File: src/rtl/run_ctrl_pkg.sv
// Shared definitions for the run/done control path: state codes common to the
// control FSM and the work-length timer, plus the default counter width.
// Pure declarations, no logic, no latency, no flow control.
package run_ctrl_pkg;

  // State codes shared with the control FSM; 2'b11 is unused and recovers to IDLE.
  typedef enum logic [1:0] {
    IDLE  = 2'b00,
    COUNT = 2'b01,
    DONE  = 2'b10
  } run_state_e;

  // Default width of the run length and elapsed-cycle counter (legal 2..16).
  localparam int RUN_CNT_W_DEF = 8;

endpackage : run_ctrl_pkg

File: src/rtl/run_timer.sv
// Work-length timer feeding the control FSM's is_done: counts in_len cycles, then pulses out_done.
// Latency: start accepted at edge k -> out_done high from edge k+N (k for N=0) for one cycle.
// No backpressure: in_start is only sampled in IDLE; optional abort via RUN_TIMER_ABORT_EN.
module run_timer
  import run_ctrl_pkg::*;
#(
  parameter int CNT_W = RUN_CNT_W_DEF
) (
  input  logic             clk,
  input  logic             rst_n,
  input  logic             in_start,
  input  logic [CNT_W-1:0] in_len,
`ifdef RUN_TIMER_ABORT_EN
  input  logic             in_abort,
`endif
  output logic             out_busy,
  output logic             out_done,
  output logic [CNT_W-1:0] out_count
);

  run_state_e       state_q;
  logic [CNT_W-1:0] len_q;
  logic             abort_hit;
  logic             last_cycle;

  // Abort request, tied off when the feature is not built in.
`ifdef RUN_TIMER_ABORT_EN
  assign abort_hit = in_abort;
`else
  assign abort_hit = 1'b0;
`endif

  // Terminal count: this edge moves the counter onto len_q.
  assign last_cycle = (out_count == (len_q - 1'b1));

  // Run/done state machine with registered outputs; the counter lives inline.
  always_ff @(posedge clk or negedge rst_n) begin
    if (!rst_n) begin
      state_q   <= IDLE;
      len_q     <= '0;
      out_busy  <= 1'b0;
      out_done  <= 1'b0;
      out_count <= '0;
    end else begin
      case (state_q)
        IDLE: begin
          out_done <= 1'b0;
          if (in_start) begin
            len_q     <= in_len;
            out_count <= '0;
            if (in_len == '0) begin
              // Zero-length run: straight to the done pulse, never busy.
              state_q  <= DONE;
              out_busy <= 1'b0;
              out_done <= 1'b1;
            end else begin
              state_q  <= COUNT;
              out_busy <= 1'b1;
            end
          end else begin
            state_q  <= IDLE;
            out_busy <= 1'b0;
          end
        end

        COUNT: begin
          // The cycle in progress counts as elapsed even when aborted.
          out_count <= out_count + 1'b1;
          if (abort_hit) begin
            // Abort wins over terminal count; no done pulse.
            state_q  <= IDLE;
            out_busy <= 1'b0;
            out_done <= 1'b0;
          end else if (last_cycle) begin
            state_q  <= DONE;
            out_busy <= 1'b0;
            out_done <= 1'b1;
          end else begin
            state_q  <= COUNT;
            out_busy <= 1'b1;
            out_done <= 1'b0;
          end
        end

        DONE: begin
          // One-cycle pulse, then back to IDLE whatever in_start is doing.
          state_q  <= IDLE;
          out_busy <= 1'b0;
          out_done <= 1'b0;
        end

        default: begin
          // Unused code: recover to IDLE with all outputs cleared.
          state_q   <= IDLE;
          out_busy  <= 1'b0;
          out_done  <= 1'b0;
          out_count <= '0;
        end
      endcase
    end
  end

endmodule : run_timer

File: config.mk
export PLATFORM = sky130hd
export DESIGN_NAME = run_timer
export DESIGN_NICKNAME = d
export VERILOG_FILES = /design/src/rtl/run_ctrl_pkg.sv /design/src/rtl/run_timer.sv
export SDC_FILE = /design/constraint.sdc
export NUM_CORES = 1
export LEC_CHECK = 0
export ABC_CLOCK_PERIOD_IN_PS = 1900
export CAP_MARGIN = 20
export CORE_ASPECT_RATIO = 1.2
export CORE_MARGIN = 5
export CORE_UTILIZATION = 45
export DETAILED_ROUTE_END_ITERATION = 12
export GPL_ROUTABILITY_DRIVEN = 0
export HOLD_SLACK_MARGIN = 0.03
export PLACE_DENSITY_LB_ADDON = 0.3
export SETUP_SLACK_MARGIN = 0.4
export SYNTH_ARGS = -nofsm -noshare
export SYNTH_HDL_FRONTEND = slang
export SYNTH_SLANG_ARGS = --single-unit
File: constraint.sdc
create_clock -name clk -period 1.9 [get_ports clk]
set_input_delay 0.57 -clock clk [delete_from_list [all_inputs] [get_ports clk]]
set_output_delay 0.57 -clock clk [all_outputs]
set_load 0.02 [all_outputs]
==> metrics.md, run 1 <==
| Metric | Value |
|---|---|
| CTS tree | yes |
| Gr usage total | between 10% and 20% |
| Status | completed |
| Yosys Warn Count | 0 |
| Register area share after synthesis | 43.5% |
| Hold path startpoint | len_q[6]$_DFFE_PN0P_ |
| First-pass GRT wire length | 4600 um |
| Die W | 53.8 um |
| Count leader, synth | dfrtp_1 |
| Post-synth EDFFs | 0 |
| Fillers | 190 |
| Cell taking the most area after synthesis | dfrtp_1 |
| Clock power frac | 9.1% |
| Tcrit/Tclk final | between 90% and 100% |
| Critical path class | reg -> reg |
| Final worst setup slack | 0.0282 ns |
| Setup crit start | len_q[0]$_DFFE_PN0P_ |
| Initial Util | 45.8% |
| Netlist Area Pre-Place | 0.00103 mm^2 |
| Crit end category | register |
| Final Hold Viols | 0 |
| Vias in the first global route | 1029 |
| DP Cell Count | 166 |
| Setup violators final | 0 |
| Int Pwr | 1.19 mW |
| Htree depth | 1 |
| Reg clk slew, reported paths | 0.11 ns |
| Worst r2r dst | out_done$_DFF_PN0_ |
| Hold Crit Endpoint | len_q[6]$_DFFE_PN0P_ |
| Clock Skew | 0.0136 ns |
| Gr ovfl total | 0 |
| # rows | 19 |
| Part of the power in registers | about a third |
| Chip height | 62.5 um |
| Worst Hold Path Cells | 1 |
| Largest net degree at the start of global routing | 19 |
| # IOs | 21 |
| RR Startpoint | len_q[0]$_DFFE_PN0P_ |
| HP Class | reg -> reg |
| Share of the synthesized area in the top cell type | 43.5% |
| Gate Count Post-Synth | 108 |
| Vias | 973 |
| Non-Filler Instances | 178 |
| Max_cap viols | 0 |
| Core Area | 0.00226 mm^2 |
| Antenna-violating nets left | 0 |
| Final Util | between 60% and 70% |
| RSZ-0062 raised after global routing | true |
| Port Buffers | 20 |
| Slew @ Worst Pin | 0.335 ns |
| Arrival @ worst endpoint | between 2 and 2.5 ns |
| Req. time, crit path | 2.09 ns |
| Pwr Density | 1430 mW/mm^2 |
| Avg Inst Size Synth | 9.58 um^2 |
| FF-to-FF setup slack | 0.03 ns |
| Min Tclk post-route | ~1.9 ns |
| Layout area overhead | 38.1% |
| Worst hold slack | 0.541 ns |
| Total power | 2.04 mW |
| Top cells by count, synth | 18 x dfrtp_1, 16 x o21ai_0, 10 x nand2_1 |
| Comb pwr share | 59.0% |
| Synth Flop Type | dfrtp_1 |
| Root buffer cell | clkbuf_4 |
| Cell variety after synth | 28 |
| First DRT Iteration DRCs | 30 |
| Clock Sinks | 18 |
| Post-route DRC | 0 |
| Num CTS Buffers | 3 |
| Static Leak | 0.632 nW |
| Pre-CTS setup slack | -0.184 ns |
| Switching power of the nets | 847 uW |
| Share of layout cells above drive strength 1 | 34.7% |
| Cts hold-fix bufs | 0 |
| Initial antenna violation count | 0 |
| Max-slew headroom | 77.5% |
| Via-per-instance ratio | 5.47 |
| Asr flop ratio synth | 100% |
| Seq cells post-synth | 18 |
| CP startpoint kind | register |
| Depth of the worst register-to-register path | 7 |
| F_max | 534 MHz |
| Switching Fraction | between 40% and 50% |
| CP max FO | 3 |
| Hpwl dp | 1830 um |
| Die ar. | ~0.0034 mm^2 |
| Drt wl/cell | 14.9 um |
| Clk_lat worst skew | 0.28 ns |
| Overall routed net length | 2660 um |
| Initial DRT Pass Iterations | 4 |
| N_diodes | 0 |
| Top post-synthesis cells by area | dfrtp_1 44%, o21ai_0 7.7%, mux2_2 6.5% |
| Nets@finish | 162 |
| Syn_nets | 121 |
| VDD IR max | 743 uV |
| Max Slew Vio Count | 0 |
| Clock Path Buffers | 2 |
power groups by stage:
stage                     combinational (mW)  sequential, mW  clock [mW]
after global placement                  1.07           0.676           0
after detailed placement                1.10           0.681           0
after global routing                    1.34           0.670       0.215
final                                   1.20           0.650       0.186
after floorplan                        0.645           0.738           0
after CTS                               1.14           0.648       0.193
repair_timing:
item,4_1_cts,5_1_grt
cloned,1,0
pin swaps,3,1
gates resized for setup,45,7
endpoints found under the setup margin,18,9
setup buffers,7,1
state kept, by name, summed over array words and instances, names as in the netlist:
name / count
len_q: 8
out_busy: 1
out_count: 8
out_done: 1
per-stage QoR:
stage	area [um^2]	TNS, ns
final	1430	0
after global routing	1430	-0.0855
after CTS	1390	-0.0183
after detailed placement	1350	-0.184
after global placement	1350	-0.101
after floorplan	1040	0
metal layers:
layer / part of all wire [%] / routed length (um) / vias to the layer above / GRT usage, %
li1: - / - / 477 / -
met1: 45 / 1190 / 469 / 23.6
met2: 50 / 1330 / 23 / 28.5
met3: 4.3 / 113 / 4 / 3.58
met4: 0.94 / 25 / 0 / 4.79
met5: 0 / 0 / - / 0
area by class of cell:
type                            instances  area, um^2  share of cell area, %
Clock buffer                            3        22.5                   1.58
Sequential cell                        18         452                   31.6
Tap cell                               31        38.8                   2.71
Timing Repair Buffer                   41         314                   22.0
Multi-Input combinational cell         82         591                   41.3
Inverter                                3        11.3                  0.788
cells by family after synthesis:
logic type	after synthesis	share of synthesized area, %
AO/OA/AOI/OAI	33	19.7
XOR/XNOR	10	8.46
adder cells (fa/ha/maj)	2	2.42
buffers and inverters	8	2.90
flip-flops	18	43.5
multiplexers	6	6.53
AND/OR/NAND/NOR	31	16.4
worst max path at each step:
stage | to | slack [ns] | cells after the start
finish | out_done$_DFF_PN0_ | 0.03 | 7
floorplan | out_done$_DFF_PN0_ | 0.02 | 7
global route | out_done$_DFF_PN0_ | -0.06 | 7
detailed placement | out_busy$_DFF_PN0_ | -0.18 | 6
global placement | out_busy$_DFF_PN0_ | -0.09 | 6
CTS | out_done$_DFF_PN0_ | -0.01 | 7
cell usage in the layout, fill, tap and decap left out, drive strengths merged, types with 2 or more instances in the layout:
cell type,n
a21o,2
a21oi,4
a31oi,4
and3,3
buf,31
clkbuf,3
clkdlybuf4s50,9
dfrtp,18
ha,2
inv,3
mux2,6
nand2,10
nand3b,2
nand4,4
nor2,4
nor3,2
nor4,2
o2111a,2
o21ai,17
xnor2,6
xor2,4
worst max-delay path, cell delays in order (launching register included):
cell      delay, ns
dfrtp_1        0.40
inv_2          0.08
ha_4           0.13
or3b_4         0.38
or4_4          0.43
nand3b_1       0.12
o21ai_2        0.08
a21o_1         0.17
Note: power is estimated with default switching activity, not from simulation.
==> inputs of run 2 (changes only) <==
REMOVE_ABC_BUFFERS = 1   (was unset)
==> run 2 against run 1 <==
Flip-flop and latch count stayed put. First-iteration DRC count is 43% lower. Cell count is 2.8% higher. Maximum frequency is 0.90% lower. Core utilization is 2.9 points higher. Routed wire length is 3.5% higher. Setup slack worse by 0.017 ns. Clock skew is 0.012 ns lower. Clock-buffer cell count is 1 higher. Global-route usage is 0.72 points higher.
==> metrics.md, run 2 (same netlist as run 1, synthesis figures left out) <==
| Metric | Value |
|---|---|
| Vias | 1030 (+5.9%) |
| First-pass GRT wire length | 4700 um (+2.1%) |
| VDD IR max | 1010 uV (+36%) |
| RR Startpoint | len_q[1]$_DFFE_PN0P_ |
| Overall routed net length | 2750 um (+3.5%) |
| Arrival @ worst endpoint | 2.07 ns (about the same) |
| Vias in the first global route | 1056 (+2.6%) |
| Setup_tns | 0 ns (unchanged) |
| Cells along the critical path | inv_2, ha_4, or3b_4, or4_4, nand3b_1, o21ai_2, a21o_1 |
| # IOs | 21 (unchanged) |
| Clock Path Buffers | 2 (unchanged) |
| Clk_lat worst skew | 0.28 ns (about the same) |
| Most frequent cells in the layout | 21 x buf_4, 17 x dfrtp_1, 16 x o21ai_0, 10 x nand2_1, 10 x buf_2 |
| Static Leak | 0.678 nW (+7.2%) |
| Max Slew Vio Count | 0 (unchanged) |
| Switching Fraction | 40.7% (-0.80 points) |
| Int Pwr | 1.31 mW (+10%) |
| WP buf/inv | 1 (unchanged) |
| Crit path largest cell delay | 0.42 ns (about the same) |
| Chip height | 62.5 um (unchanged) |
| Req. time, crit path | 2.08 ns (about the same) |
| Switching power of the nets | 903 uW (+6.6%) |
| Final Hold Viols | 0 (unchanged) |
| First DRT Iteration DRCs | 17 (-43%) |
| Hpwl dp | 1940 um (+6.3%) |
| Min Tclk post-route | 1.89 ns (+0.0170 ns) |
| Clock power frac | 10.4% (+1.3 points) |
| Post-route DRC | 0 (unchanged) |
| Part of the power in registers | 29.4% (-2.5 points) |
| Initial Util | 45.8% (unchanged) |
| Setup violators final | 0 (unchanged) |
| Status | completed |
| Stages on worst setup path | 7 (unchanged) |
| Die W | 53.8 um (unchanged) |
| # rows | 19 (unchanged) |
| Largest delay contributor family on the critical path | simple AND/OR/NAND/NOR gates |
| Share of layout cells above drive strength 1 | 36.2% (+1.5 points) |
| Clock Skew | 0.00154 ns (-0.0121 ns) |
| Antenna-violating nets left | 0 (unchanged) |
| Crit-path slowest cell | or4_4 |
| Root buffer cell | clkbuf_4 |
| Port Buffers | 20 (unchanged) |
| Worst r2r dst | out_done$_DFF_PN0_ |
| Max_cap viols | 0 (unchanged) |
| Setup crit start | len_q[1]$_DFFE_PN0P_ |
| N_diodes | 0 (unchanged) |
| Layout area overhead | 44.5% |
| Gr usage total | 18.5% (+0.72 points) |
| FF-to-FF setup slack | 0.01 ns (-0.02 ns) |
| F_max | 529 MHz (-0.90%) |
| Tcrit/Tclk final | 99.4% (+0.89 points) |
| Initial DRT Pass Iterations | 4 (unchanged) |
| CP max FO | 3 (unchanged) |
| Depth of the worst register-to-register path | 7 (unchanged) |
| CP startpoint kind | register |
| Reg clk slew, reported paths | 0.10 ns (about the same) |
| Critical path class | reg -> reg |
| Largest net degree at the start of global routing | 19 (unchanged) |
| CTS tree | yes |
| Worst Setup EP | out_done$_DFF_PN0_ |
| Pwr Density | 1480 mW/mm^2 (+3.9%) |
| Total power | 2.22 mW (+8.7%) |
| Max-slew headroom | 73.4% (-4.0 points) |
| Nets@finish | 166 (+2.5%) |
| Gr ovfl total | 0 (unchanged) |
| Clock Sinks | 18 (unchanged) |
| Most common cell after layout, fill and taps aside | buf_4 |
| Via-per-instance ratio | 5.63 (+3.0%) |
| Die ar. | 0.00336 mm^2 (unchanged) |
| Initial antenna violation count | 0 (unchanged) |
| Slew @ Worst Pin | 0.395 ns (+0.0601 ns) |
| Cts hold-fix bufs | 0 (unchanged) |
| Num CTS Buffers | 3 (unchanged) |
| Core Area | 0.00226 mm^2 (unchanged) |
| Comb pwr share | 60.1% (+1.1 points) |
| Top flop regs | len_q (8), out_count (8) |
| RSZ-0062 raised after global routing | true |
| Htree depth | 1 (unchanged) |
| Drt wl/cell | 15.0 um (+0.64%) |
| HP Class | reg -> reg |
| Crit end category | register |
## run 2: changes by cell type in the layout (fill, tap and decap cells not counted), moves of 2 or more
| cell | change |
|---|---|
| buf_4 | +2 |
| buf_6 | +2 |
| mux2_2 | -5 |
| mux2_4 | +5 |
## run 2: per-stage QoR
step	worst slack [ns]	hold WS, ns	utilization [%]	area [um^2]	std cells
3_5_place_dp	-0.183	0.523	60.2	1360	168
2_1_floorplan	-0.0395	0.274	-	1020	103
3_3_place_gp	-0.131	0.511	60.2	1360	168
6_report	0.0112	0.546	66.2	1500	183
4_1_cts	-0.00511	0.547	64.3	1450	181
5_1_grt	-0.0551	0.568	66.2	1500	183
## run 2: how the worst min path moves through the flow
stage                          from                   end  slack [ns]  cells past startpoint
2_1_floorplan                 rst_n  len_q[0]$_DFFE_PN0P_        0.27                      0
3_3_place_gp   len_q[7]$_DFFE_PN0P_  len_q[7]$_DFFE_PN0P_        0.51                      1
3_5_place_dp   len_q[7]$_DFFE_PN0P_  len_q[7]$_DFFE_PN0P_        0.52                      1
4_1_cts        len_q[7]$_DFFE_PN0P_  len_q[7]$_DFFE_PN0P_        0.55                      1
5_1_grt        len_q[7]$_DFFE_PN0P_  len_q[7]$_DFFE_PN0P_        0.57                      1
6_report       len_q[7]$_DFFE_PN0P_  len_q[7]$_DFFE_PN0P_        0.55                      1
## run 2: worst reg2reg max path, delay by kind of cell, from the launching register on
family                     cells  cell delay, ns
and+or+nand+nor                3            0.93
DFF                            1            0.40
AOI/OAI and AO/OA              2            0.23
adders and majority gates      1            0.14
buffers and inverters          1            0.09
## run 2: area by class of cell
cell class,count,area [um^2]
multi-input combinational,82,606
timing repair buffer,45,352
clock buffer,4,36.3
inverter,3,11.3
fill,191,763
sequential,18,452
tap,31,38.8
## run 2: routing by layer
| metal | vias up | part of all wire [%] | GRT usage, % |
|---|---|---|---|
| met5 | - | 0 | 0 |
| met4 | 0 | 3.8 | 9.58 |
| met3 | 12 | 2.4 | 2.63 |
| met2 | 23 | 51 | 30.5 |
| met1 | 509 | 43 | 22.3 |
| li1 | 486 | - | - |
## run 2: power groups by stage
stage	Combinational [mW]	Clock, mW	Sequential (mW)
global placement	1.08	0	0.672
global route	1.46	0.250	0.672
floorplan	0.598	0	0.761
finish	1.33	0.232	0.653
detailed placement	1.12	0	0.681
CTS	1.24	0.236	0.648
## run 2: what timing repair did
item                                    4_1_cts  5_1_grt
pin swaps                                     5        2
resized for setup                            50       11
gates cloned                                  1        0
endpoints found under the hold margin         0        0
endpoints found under the setup margin       18       17
setup buffers                                 8        2
==> inputs of run 3 (changes only) <==
SLEW_MARGIN = 10   (was unset)
==> results of run 3 <==
Final layout, timing and power as in run 2 (identical DEF).
